`config.mk`:
```
export PLATFORM = sky130hd
export DESIGN_NAME = vpu_dcache_responder_flat
export DESIGN_NICKNAME = d
export VERILOG_FILES = /design/src/rtl/vpu_dcache_responder_if.sv /design/src/rtl/vpu_dcache_responder.sv /design/src/flat_wrapper.sv
export SDC_FILE = /design/constraint.sdc
export NUM_CORES = 1
export LEC_CHECK = 0
export BUFFER_PORTS_ARGS = -buffer_cell sky130_fd_sc_hd__clkbuf_2
export CAP_MARGIN = 20
export CORE_MARGIN = 2
export CORE_UTILIZATION = 38
export DETAILED_ROUTE_END_ITERATION = 12
export PLACE_DENSITY = 0.73
export SLEW_MARGIN = 20
export SYNTH_ARGS = -nofsm -noshare
export SYNTH_HDL_FRONTEND = slang
export SYNTH_SLANG_ARGS = --single-unit
```
`constraint.sdc`:
```
create_clock -name clk_i -period 1.7 [get_ports clk_i]
set_input_delay 0.34 -clock clk_i [delete_from_list [all_inputs] [get_ports clk_i]]
set_output_delay 0.34 -clock clk_i [all_outputs]
set_load 0.03 [all_outputs]
```
`src/rtl/vpu_dcache_responder_if.sv`:
```
// VPU word-request port plus held-request/ack memory port of the D$ responder.
// Signal suffixes are from the responder's point of view; slave = responder, master = LSU/memory side.
interface vpu_dcache_responder_if #(
   parameter int ADDR_W = 32
);
   logic              dcache_vpu_request_i;
   logic [3:0]        dcache_vpu_write_i;
   logic [ADDR_W-1:0] dcache_vpu_addr_i;
   logic [31:0]       dcache_vpu_in_i;
   logic              dcache_vpu_wait_o;
   logic [31:0]       dcache_vpu_out_o;
   logic              mem_req_o;
   logic [3:0]        mem_we_o;
   logic [ADDR_W-1:0] mem_addr_o;
   logic [31:0]       mem_wdata_o;
   logic              mem_ack_i;
   logic [31:0]       mem_rdata_i;

   modport slave (
      input  dcache_vpu_request_i, dcache_vpu_write_i, dcache_vpu_addr_i, dcache_vpu_in_i,
      input  mem_ack_i, mem_rdata_i,
      output dcache_vpu_wait_o, dcache_vpu_out_o,
      output mem_req_o, mem_we_o, mem_addr_o, mem_wdata_o
   );

   modport master (
      output dcache_vpu_request_i, dcache_vpu_write_i, dcache_vpu_addr_i, dcache_vpu_in_i,
      output mem_ack_i, mem_rdata_i,
      input  dcache_vpu_wait_o, dcache_vpu_out_o,
      input  mem_req_o, mem_we_o, mem_addr_o, mem_wdata_o
   );
endinterface

```
`src/rtl/vpu_dcache_responder.sv`:
```
// D$ responder for the VPU word port: serialises reads/byte-masked stores onto a held-request/ack port.
// Optional one-entry posted write buffer when VPU_DCACHE_RESP_WRBUF_EN is defined.
//   state    | meaning
//   READY    | idle, wait_o=0, a request is accepted
//   MEM_WAIT | latched request outstanding on memory port, wait_o=1
module vpu_dcache_responder #(
   parameter int ADDR_W = 32,
   parameter int DATA_W = 32
) (
   input  logic                  clk_i,
   input  logic                  rst_i,
   vpu_dcache_responder_if.slave bus,
   output logic                  protocol_err_o
);
   localparam int BE_W = DATA_W / 8;

   typedef enum logic {READY = 1'b0, MEM_WAIT = 1'b1} state_t;

   state_t            r_state;
   state_t            w_state_nxt;
   logic [ADDR_W-1:0] r_addr;
   logic [BE_W-1:0]   r_be;
   logic [DATA_W-1:0] r_wdata;
   logic [DATA_W-1:0] r_out;
   logic              r_err;
   logic              w_accept;
   logic              w_latch;
   logic              w_done;
   logic [ADDR_W-1:0] w_word_addr;

   assign w_word_addr = bus.dcache_vpu_addr_i & ~ADDR_W'(3);
   assign w_accept    = (r_state == READY) && bus.dcache_vpu_request_i;

`ifdef VPU_DCACHE_RESP_WRBUF_EN
   logic              r_wb_valid;
   logic [ADDR_W-1:0] r_wb_addr;
   logic [BE_W-1:0]   r_wb_be;
   logic [DATA_W-1:0] r_wb_data;
   logic              w_post;

   // The buffer always owns the memory port first, so the latched request waits behind it.
   assign w_post  = w_accept && (bus.dcache_vpu_write_i != '0) && !r_wb_valid;
   assign w_latch = w_accept && !w_post;
   assign w_done  = (r_state == MEM_WAIT) && bus.mem_ack_i && !r_wb_valid;

   assign bus.mem_req_o   = r_wb_valid || (r_state == MEM_WAIT);
   assign bus.mem_we_o    = r_wb_valid ? r_wb_be   : r_be;
   assign bus.mem_addr_o  = r_wb_valid ? r_wb_addr : r_addr;
   assign bus.mem_wdata_o = r_wb_valid ? r_wb_data : r_wdata;

   always_ff @(posedge clk_i) begin
      if (rst_i) begin
         r_wb_valid <= 1'b0;
         r_wb_addr  <= '0;
         r_wb_be    <= '0;
         r_wb_data  <= '0;
      end else if (w_post) begin
         r_wb_valid <= 1'b1;
         r_wb_addr  <= w_word_addr;
         r_wb_be    <= bus.dcache_vpu_write_i;
         r_wb_data  <= bus.dcache_vpu_in_i;
      end else if (r_wb_valid && bus.mem_ack_i) begin
         r_wb_valid <= 1'b0;
      end
   end
`else
   assign w_latch = w_accept;
   assign w_done  = (r_state == MEM_WAIT) && bus.mem_ack_i;

   assign bus.mem_req_o   = (r_state == MEM_WAIT);
   assign bus.mem_we_o    = r_be;
   assign bus.mem_addr_o  = r_addr;
   assign bus.mem_wdata_o = r_wdata;
`endif

   always_ff @(posedge clk_i) begin
      if (rst_i) begin
         r_state <= READY;
      end else begin
         r_state <= w_state_nxt;
      end
   end

   always_comb begin
      w_state_nxt = r_state;
      case (r_state)
         READY:    if (w_latch) w_state_nxt = MEM_WAIT;
         MEM_WAIT: if (w_done)  w_state_nxt = READY;
         default:  w_state_nxt = READY;
      endcase
   end

   always_ff @(posedge clk_i) begin
      if (rst_i) begin
         r_addr  <= '0;
         r_be    <= '0;
         r_wdata <= '0;
         r_out   <= '0;
         r_err   <= 1'b0;
      end else begin
         if (w_latch) begin
            r_addr  <= w_word_addr;
            r_be    <= bus.dcache_vpu_write_i;
            r_wdata <= bus.dcache_vpu_in_i;
         end
         if (w_done && (r_be == '0)) begin
            r_out <= bus.mem_rdata_i;
         end
         // Requests during wait are dropped, not queued; the flag records the violation.
         if (bus.dcache_vpu_request_i && (r_state == MEM_WAIT)) begin
            r_err <= 1'b1;
         end
      end
   end

   assign bus.dcache_vpu_wait_o = (r_state == MEM_WAIT);
   assign bus.dcache_vpu_out_o  = r_out;
   assign protocol_err_o        = r_err;
endmodule

```
`src/flat_wrapper.sv`:
```
// flat-port wrapper written by rule: the top's interface ports become plain ports
module vpu_dcache_responder_flat 
#(
   parameter int ADDR_W = 32,
   parameter int DATA_W = 32
)
  (clk_i, rst_i, protocol_err_o, bus_dcache_vpu_request_i, bus_dcache_vpu_write_i, bus_dcache_vpu_addr_i, bus_dcache_vpu_in_i, bus_mem_ack_i, bus_mem_rdata_i, bus_dcache_vpu_wait_o, bus_dcache_vpu_out_o, bus_mem_req_o, bus_mem_we_o, bus_mem_addr_o, bus_mem_wdata_o);
  vpu_dcache_responder_if #(.ADDR_W(ADDR_W)) bus_i ();
  input  logic clk_i;
  input  logic rst_i;
  output logic protocol_err_o;
  input wire logic [$bits(bus_i.dcache_vpu_request_i)-1:0] bus_dcache_vpu_request_i;
  input wire logic [$bits(bus_i.dcache_vpu_write_i)-1:0] bus_dcache_vpu_write_i;
  input wire logic [$bits(bus_i.dcache_vpu_addr_i)-1:0] bus_dcache_vpu_addr_i;
  input wire logic [$bits(bus_i.dcache_vpu_in_i)-1:0] bus_dcache_vpu_in_i;
  input wire logic [$bits(bus_i.mem_ack_i)-1:0] bus_mem_ack_i;
  input wire logic [$bits(bus_i.mem_rdata_i)-1:0] bus_mem_rdata_i;
  output wire logic [$bits(bus_i.dcache_vpu_wait_o)-1:0] bus_dcache_vpu_wait_o;
  output wire logic [$bits(bus_i.dcache_vpu_out_o)-1:0] bus_dcache_vpu_out_o;
  output wire logic [$bits(bus_i.mem_req_o)-1:0] bus_mem_req_o;
  output wire logic [$bits(bus_i.mem_we_o)-1:0] bus_mem_we_o;
  output wire logic [$bits(bus_i.mem_addr_o)-1:0] bus_mem_addr_o;
  output wire logic [$bits(bus_i.mem_wdata_o)-1:0] bus_mem_wdata_o;
  assign bus_i.dcache_vpu_request_i = bus_dcache_vpu_request_i;
  assign bus_i.dcache_vpu_write_i = bus_dcache_vpu_write_i;
  assign bus_i.dcache_vpu_addr_i = bus_dcache_vpu_addr_i;
  assign bus_i.dcache_vpu_in_i = bus_dcache_vpu_in_i;
  assign bus_i.mem_ack_i = bus_mem_ack_i;
  assign bus_i.mem_rdata_i = bus_mem_rdata_i;
  assign bus_dcache_vpu_wait_o = bus_i.dcache_vpu_wait_o;
  assign bus_dcache_vpu_out_o = bus_i.dcache_vpu_out_o;
  assign bus_mem_req_o = bus_i.mem_req_o;
  assign bus_mem_we_o = bus_i.mem_we_o;
  assign bus_mem_addr_o = bus_i.mem_addr_o;
  assign bus_mem_wdata_o = bus_i.mem_wdata_o;
  vpu_dcache_responder #(.ADDR_W(ADDR_W), .DATA_W(DATA_W)) u_core (.clk_i(clk_i), .rst_i(rst_i), .bus(bus_i), .protocol_err_o(protocol_err_o));
endmodule
```
==> results_dict.tcl, run 1 <==
set metrics [dict create \
    status "complete, no violations" \
    fin_cells 763 \
    grt-ovfl-total 0 \
    cts_made_buffers 9 \
    cap_viol_max_count 0 \
    fmax_mhz 672.6 \
    syn2layout_area_growth_pct 33.33 \
    cpMaxStageDelayCell "dfxtp_1" \
    grt_util_all_layers 0.1788 \
    fp.dieH_um 104.4 \
    cts_buffer_depth 2 \
    yosysWarningCount 0 \
    cts_tree "yes" \
    ios 207 \
    dp.cells 747 \
    core_um2 9774 \
    portBuffers 202 \
    yosys.area.top_type "dfxtp_1" \
    wire_per_inst_um 12.88 \
    postCtsHoldBufs 0 \
    period_share 0.8745 \
    clock-root-buffer "clkbuf_8" \
    hold_viol 0 \
    cts.clk_slew.worst_paths_ns 0.09 \
    start_util 0.3917 \
    path_buf_inv 1 \
    rows 36 \
    endpoint_kind "output pin" \
    maxSlewViolCount 0 \
    syn_inst 438 \
    worstSkewPairLatency_ns 0.35 \
    start_kind "flop" \
    dp_hpwl_mm 7.246 \
    critPathArrivalTime_ns 1.15 \
    antenna_cells 0 \
    place_ws_ns 0.1838 \
    synth_seq_area_share 0.5229 \
    min_period_ns 1.487 \
    grt_pass1_vias 3397 \
    ctsHtreeMaxLevel 3 \
    ctsResizeCount 0 \
    fillCellCount 950 \
    power_leakage_nw 2.345 \
    cp_max_fo 8 \
    antenna_found_initial 0 \
    setup_viol 0 \
    die_area_um2 10890 \
    die_x_um 104.4 \
    final_antenna_net_count 0 \
    ys_ff_latch 100 \
    cp.required_ns 1.36 \
    first_pass_iters 4 \
    ir_drop_mv 0.4920 \
    clock-sinks 100 \
    p_per_area_nw_per_um2 969.0 \
    yosys-top-cells-area "dfxtp_1, nand2_1, nand2b_1" \
    yosysTopAreaCellShare 0.5229 \
    worstHoldPathType "input port to flop" \
    finalPower_mw 4.947 \
    synth_area_per_cell_um2 8.741 \
    drcViolationCount 0 \
    drtIter0Drc 118 \
    syn_area_um2 3829 \
    skew_ns 0.008140 \
    rsz0062_at_grt "no" \
    grt_pass1_wl_mm 15.85 \
    cp_cell_sequence "clkbuf_2" \
    path_delay_family "flip-flops" \
    routed_wl_mm 9.825 \
    avgViaCountPerCell 4.526 \
    vias 3453 \
    ys_types 16 \
    postCtsSetupBuffers 0 \
    drive_gt1_frac 0.3619 \
    place.gp.congestion 0.7838 \
    grt_start_max_net_pins 73 \
    fin_ws_ns 0.2133 \
    crit_type "flop to output pin" \
    tns_ns 0 \
    nets 729 \
    slowest_delay_ns 0.52 \
    fin_util 0.5223 \
]
## registers in the layout (all words and copies together) (netlist names)
signal,flops
u_core.bus.dcache_vpu_out_o,32
u_core.bus.dcache_vpu_wait_o,1
u_core.bus.mem_addr_o,30
u_core.bus.mem_wdata_o,32
u_core.bus.mem_we_o,4
u_core.protocol_err_o,1
## cells in the mapped netlist
cell and number:
nand2_1 132, nand2b_1 65, nor2_1 2, nor4_1 1, clkbuf_1 8, buf_4 6, a21oi_1 67, dfxtp_1 100
buf_12 3, a211oi_1 1, mux2i_1 32, nor2b_1 1, buf_2 17, buf_6 1, conb_1 1, and3_1 1
## cells in the final DEF, fill, tap and decap left out, types with 2 or more instances in the layout
master,synthesis,routed
a21oi_1,67,67
buf_12,3,4
buf_4,6,5
clkbuf_2,0,201
clkbuf_8,0,11
clkinv_2,0,2
conb_1,1,2
dfxtp_1,100,100
mux2i_1,32,32
nand2_1,132,132
nand2b_1,65,64
nor2_1,2,2
## kinds of logic (layout without fill, tap and decap cells)
family,count (synthesis),after routing,synth area share
AOI/OAI and AO/OA,68,68,0.08954
other,1,2,0.0009795
buffers and inverters,35,226,0.06046
DFF,100,100,0.5229
and+or+nand+nor,202,202,0.2425
muxes,32,32,0.08366
## stage by stage
step / hold slack, ns / instance area, µm²
floorplan: 0.4390 / 3832
global placement: 0.4414 / 4902
detailed placement: 0.4454 / 4902
CTS: 0.1490 / 5105
global route: 0.1611 / 5105
finish: 0.1725 / 5105
## report_power, final
group / internal (mW) / total (mW) / leakage [nW] / switching (mW)
clock: 0.758 / 1.54 / 0.102 / 0.780
combinational: 0.315 / 0.873 / 1.43 / 0.559
sequential: 2.47 / 2.54 / 0.818 / 0.0692
## worst paths after layout
kind	startpoint	end	slack, ns	depth (start not counted)
worst max register to register	u_core.bus.mem_we_o[3]$_SDFFE_PP0P_	u_core.bus.dcache_vpu_out_o[24]$_SDFFE_PP0P_	0.24	4
worst min-delay path	bus_mem_ack_i	u_core.bus.dcache_vpu_wait_o$_SDFF_PP0_	0.17	2
worst max-delay path	u_core.bus.dcache_vpu_wait_o$_SDFF_PP0_	bus_mem_req_o	0.21	1
worst min register to register	u_core.bus.mem_wdata_o[23]$_SDFFE_PP0P_	u_core.bus.mem_wdata_o[23]$_SDFFE_PP0P_	0.46	2
## worst register-to-register path, cell delays in order, from the launching register on
cell and delay, ns:
dfxtp_1 0.34, nor4_1 0.31, and3_2 0.25, buf_12 0.24, mux2i_1 0.25
## final cells by class
class                           count  area (µm²)  area share
Multi-Input combinational cell    304        1610      0.3154
Clock inverter                      4       47.55    0.009314
Timing Repair Buffer              210        1124      0.2201
Clock buffer                       12       155.1     0.03039
Sequential cell                   100        2002      0.3922
Tap cell                          133       166.4     0.03260
## per-layer routing
layer / track usage / wire length (µm) / share of wire / vias to the layer above
met2: 0.2965 / 4662 / 0.47 / 143
met5: 0 / 0 / 0 / -
li1: - / - / - / 1762
met3: 0.06203 / 911 / 0.093 / 13
met1: 0.2103 / 4079 / 0.42 / 1535
met4: 0.07336 / 172 / 0.018 / 0
No activity file was read; power rests on OpenSTA's default activity.
==> inputs of run 2 (changes only) <==
==> constraint.sdc (replaced) <==
create_clock -name clk_i -period 1.7 [get_ports clk_i]
set_input_delay 0.085 -clock clk_i [delete_from_list [all_inputs] [get_ports clk_i]]
set_output_delay 0.085 -clock clk_i [all_outputs]
set_load 0.03 [all_outputs]
==> results_dict.tcl, run 2 (synthesis gave the netlist of run 1 again) <==
set metrics [dict create \
    ios 207 \
    critPathLaunch "u_core.bus.mem_we_o[3]$_SDFFE_PP0P_" \
    grt_pass1_wl_mm 19.13 \
    grt_pass1_vias 4110 \
    start_util 0.3917 \
    place_ws_ns 0.1693 \
    fillCellCount 780 \
    fin_ws_ns 0.1909 \
    skew_ns 0.006761 \
    dp.cells 747 \
    ctsResizeCount 0 \
    drtIter0Drc 169 \
    timing.slew.headroom 0.5650 \
    avgViaCountPerCell 4.633 \
    critPathArrivalTime_ns 1.78 \
    antenna_found_initial 0 \
    setup_viol 0 \
    rows 36 \
    grt_util_all_layers 0.2161 \
    vias 3989 \
    endpoint_kind "flop" \
    tns_ns 0 \
    r2r-start "u_core.bus.mem_we_o[3]$_SDFFE_PP0P_" \
    cts.clk_slew.worst_paths_ns 0.09 \
    worstSkewPairLatency_ns 0.35 \
    postCtsHoldBufs 99 \
    multi_input_area_um2 1610 \
    power_leakage_nw 2.768 \
    first_pass_iters 5 \
    seq_area_um2 2002 \
    min_period_ns 1.509 \
    final_antenna_net_count 0 \
    drcViolationCount 0 \
    cts_tree "yes" \
    status "complete, no violations" \
    cp_max_fo 32 \
    worstHoldStart "bus_dcache_vpu_request_i" \
    final_common_cell "clkbuf_2" \
    fp.dieH_um 104.4 \
    period_share 0.8877 \
    antenna_cells 0 \
    fmax_mhz 662.7 \
    dp_hpwl_mm 7.086 \
    final_cell_mix "clkbuf_2, nand2_1, dfxtp_1" \
    postCtsSetupBuffers 0 \
    finalPower_mw 5.303 \
    tightest_slew_ns 0.6525 \
    crit_type "flop to flop" \
    drive_gt1_frac 0.3132 \
    start_kind "flop" \
    grt_start_max_net_pins 82 \
    routed_wl_mm 12.11 \
    syn2layout_area_growth_pct 59.77 \
    cts_buffer_depth 2 \
    place.gp.congestion 0.7667 \
    worstHoldPathType "input port to flop" \
    nets 828 \
    grt-ovfl-total 0 \
    die_x_um 104.4 \
    die_area_um2 10890 \
    clock-sinks 100 \
    cp.required_ns 1.98 \
    rsz0062_at_grt "no" \
    fin_cells 861 \
    ctsHtreeMaxLevel 3 \
    core_um2 9774 \
    clock-root-buffer "clkbuf_8" \
    portBuffers 202 \
    hold_viol 0 \
    wire_per_inst_um 14.07 \
    ir_drop_mv 0.5743 \
    maxSlewViolCount 0 \
    cts_made_buffers 9 \
    cap_viol_max_count 0 \
    p_per_area_nw_per_um2 866.9 \
]
-- run 2: changes by cell type in the layout (fill, tap and decap cells not counted), sizes merged --
cell | before | now
dlygate4sd3 | 0 | 99
bufinv | 1 | 2
clkbuf | 213 | 212
clkinv | 2 | 1
-- run 2: worst paths after layout --
path / slack [ns] / depth (start not counted) / endpoint
min reg2reg: 0.46 / 2 / u_core.bus.mem_addr_o[22]$_SDFFE_PP0P_
max: 0.19 / 4 / u_core.bus.dcache_vpu_out_o[30]$_SDFFE_PP0P_
max reg2reg: 0.19 / 4 / u_core.bus.dcache_vpu_out_o[30]$_SDFFE_PP0P_
min: 0.04 / 3 / u_core.protocol_err_o$_SDFFE_PP0P_
-- run 2: cell type report --
class | count | area share
Clock buffer | 11 | 0.02475
Clock inverter | 4 | 0.01186
Multi-Input combinational cell | 304 | 0.2632
Sequential cell | 100 | 0.3273
Tap cell | 133 | 0.02720
Timing Repair Buffer | 309 | 0.3457
-- run 2: report_power, final --
| part | leakage [nW] | switching, mW | internal [mW] |
|---|---|---|---|
| combinational | 1.84 | 0.615 | 0.463 |
| clock | 0.111 | 0.784 | 0.900 |
| sequential | 0.818 | 0.0743 | 2.47 |
-- run 2: critical path, stage by stage, from the launching register on --
cell and delay [ns]:
dfxtp_1 0.35, nor4_1 0.32, and3_2 0.25, buf_12 0.23, mux2i_1 0.25
-- run 2: per-layer routing --
metal  up-vias  global-route usage  wire, µm
met3        28             0.05201       824
met2       184              0.3814      6031
met4         0             0.09942       335
li1       1960                   -         -
met5         -                   0         0
met1      1817              0.2449      4921
-- run 2: per-stage QoR --
stage | hold WS (ns) | utilization | area, µm²
after floorplan | 0.1840 | - | 3832
after global placement | 0.2906 | 0.5015 | 4902
after detailed placement | 0.2980 | 0.5015 | 4902
after CTS | 0.01611 | 0.6258 | 6117
after global routing | 0.02790 | 0.6258 | 6117
final | 0.03857 | 0.6258 | 6117
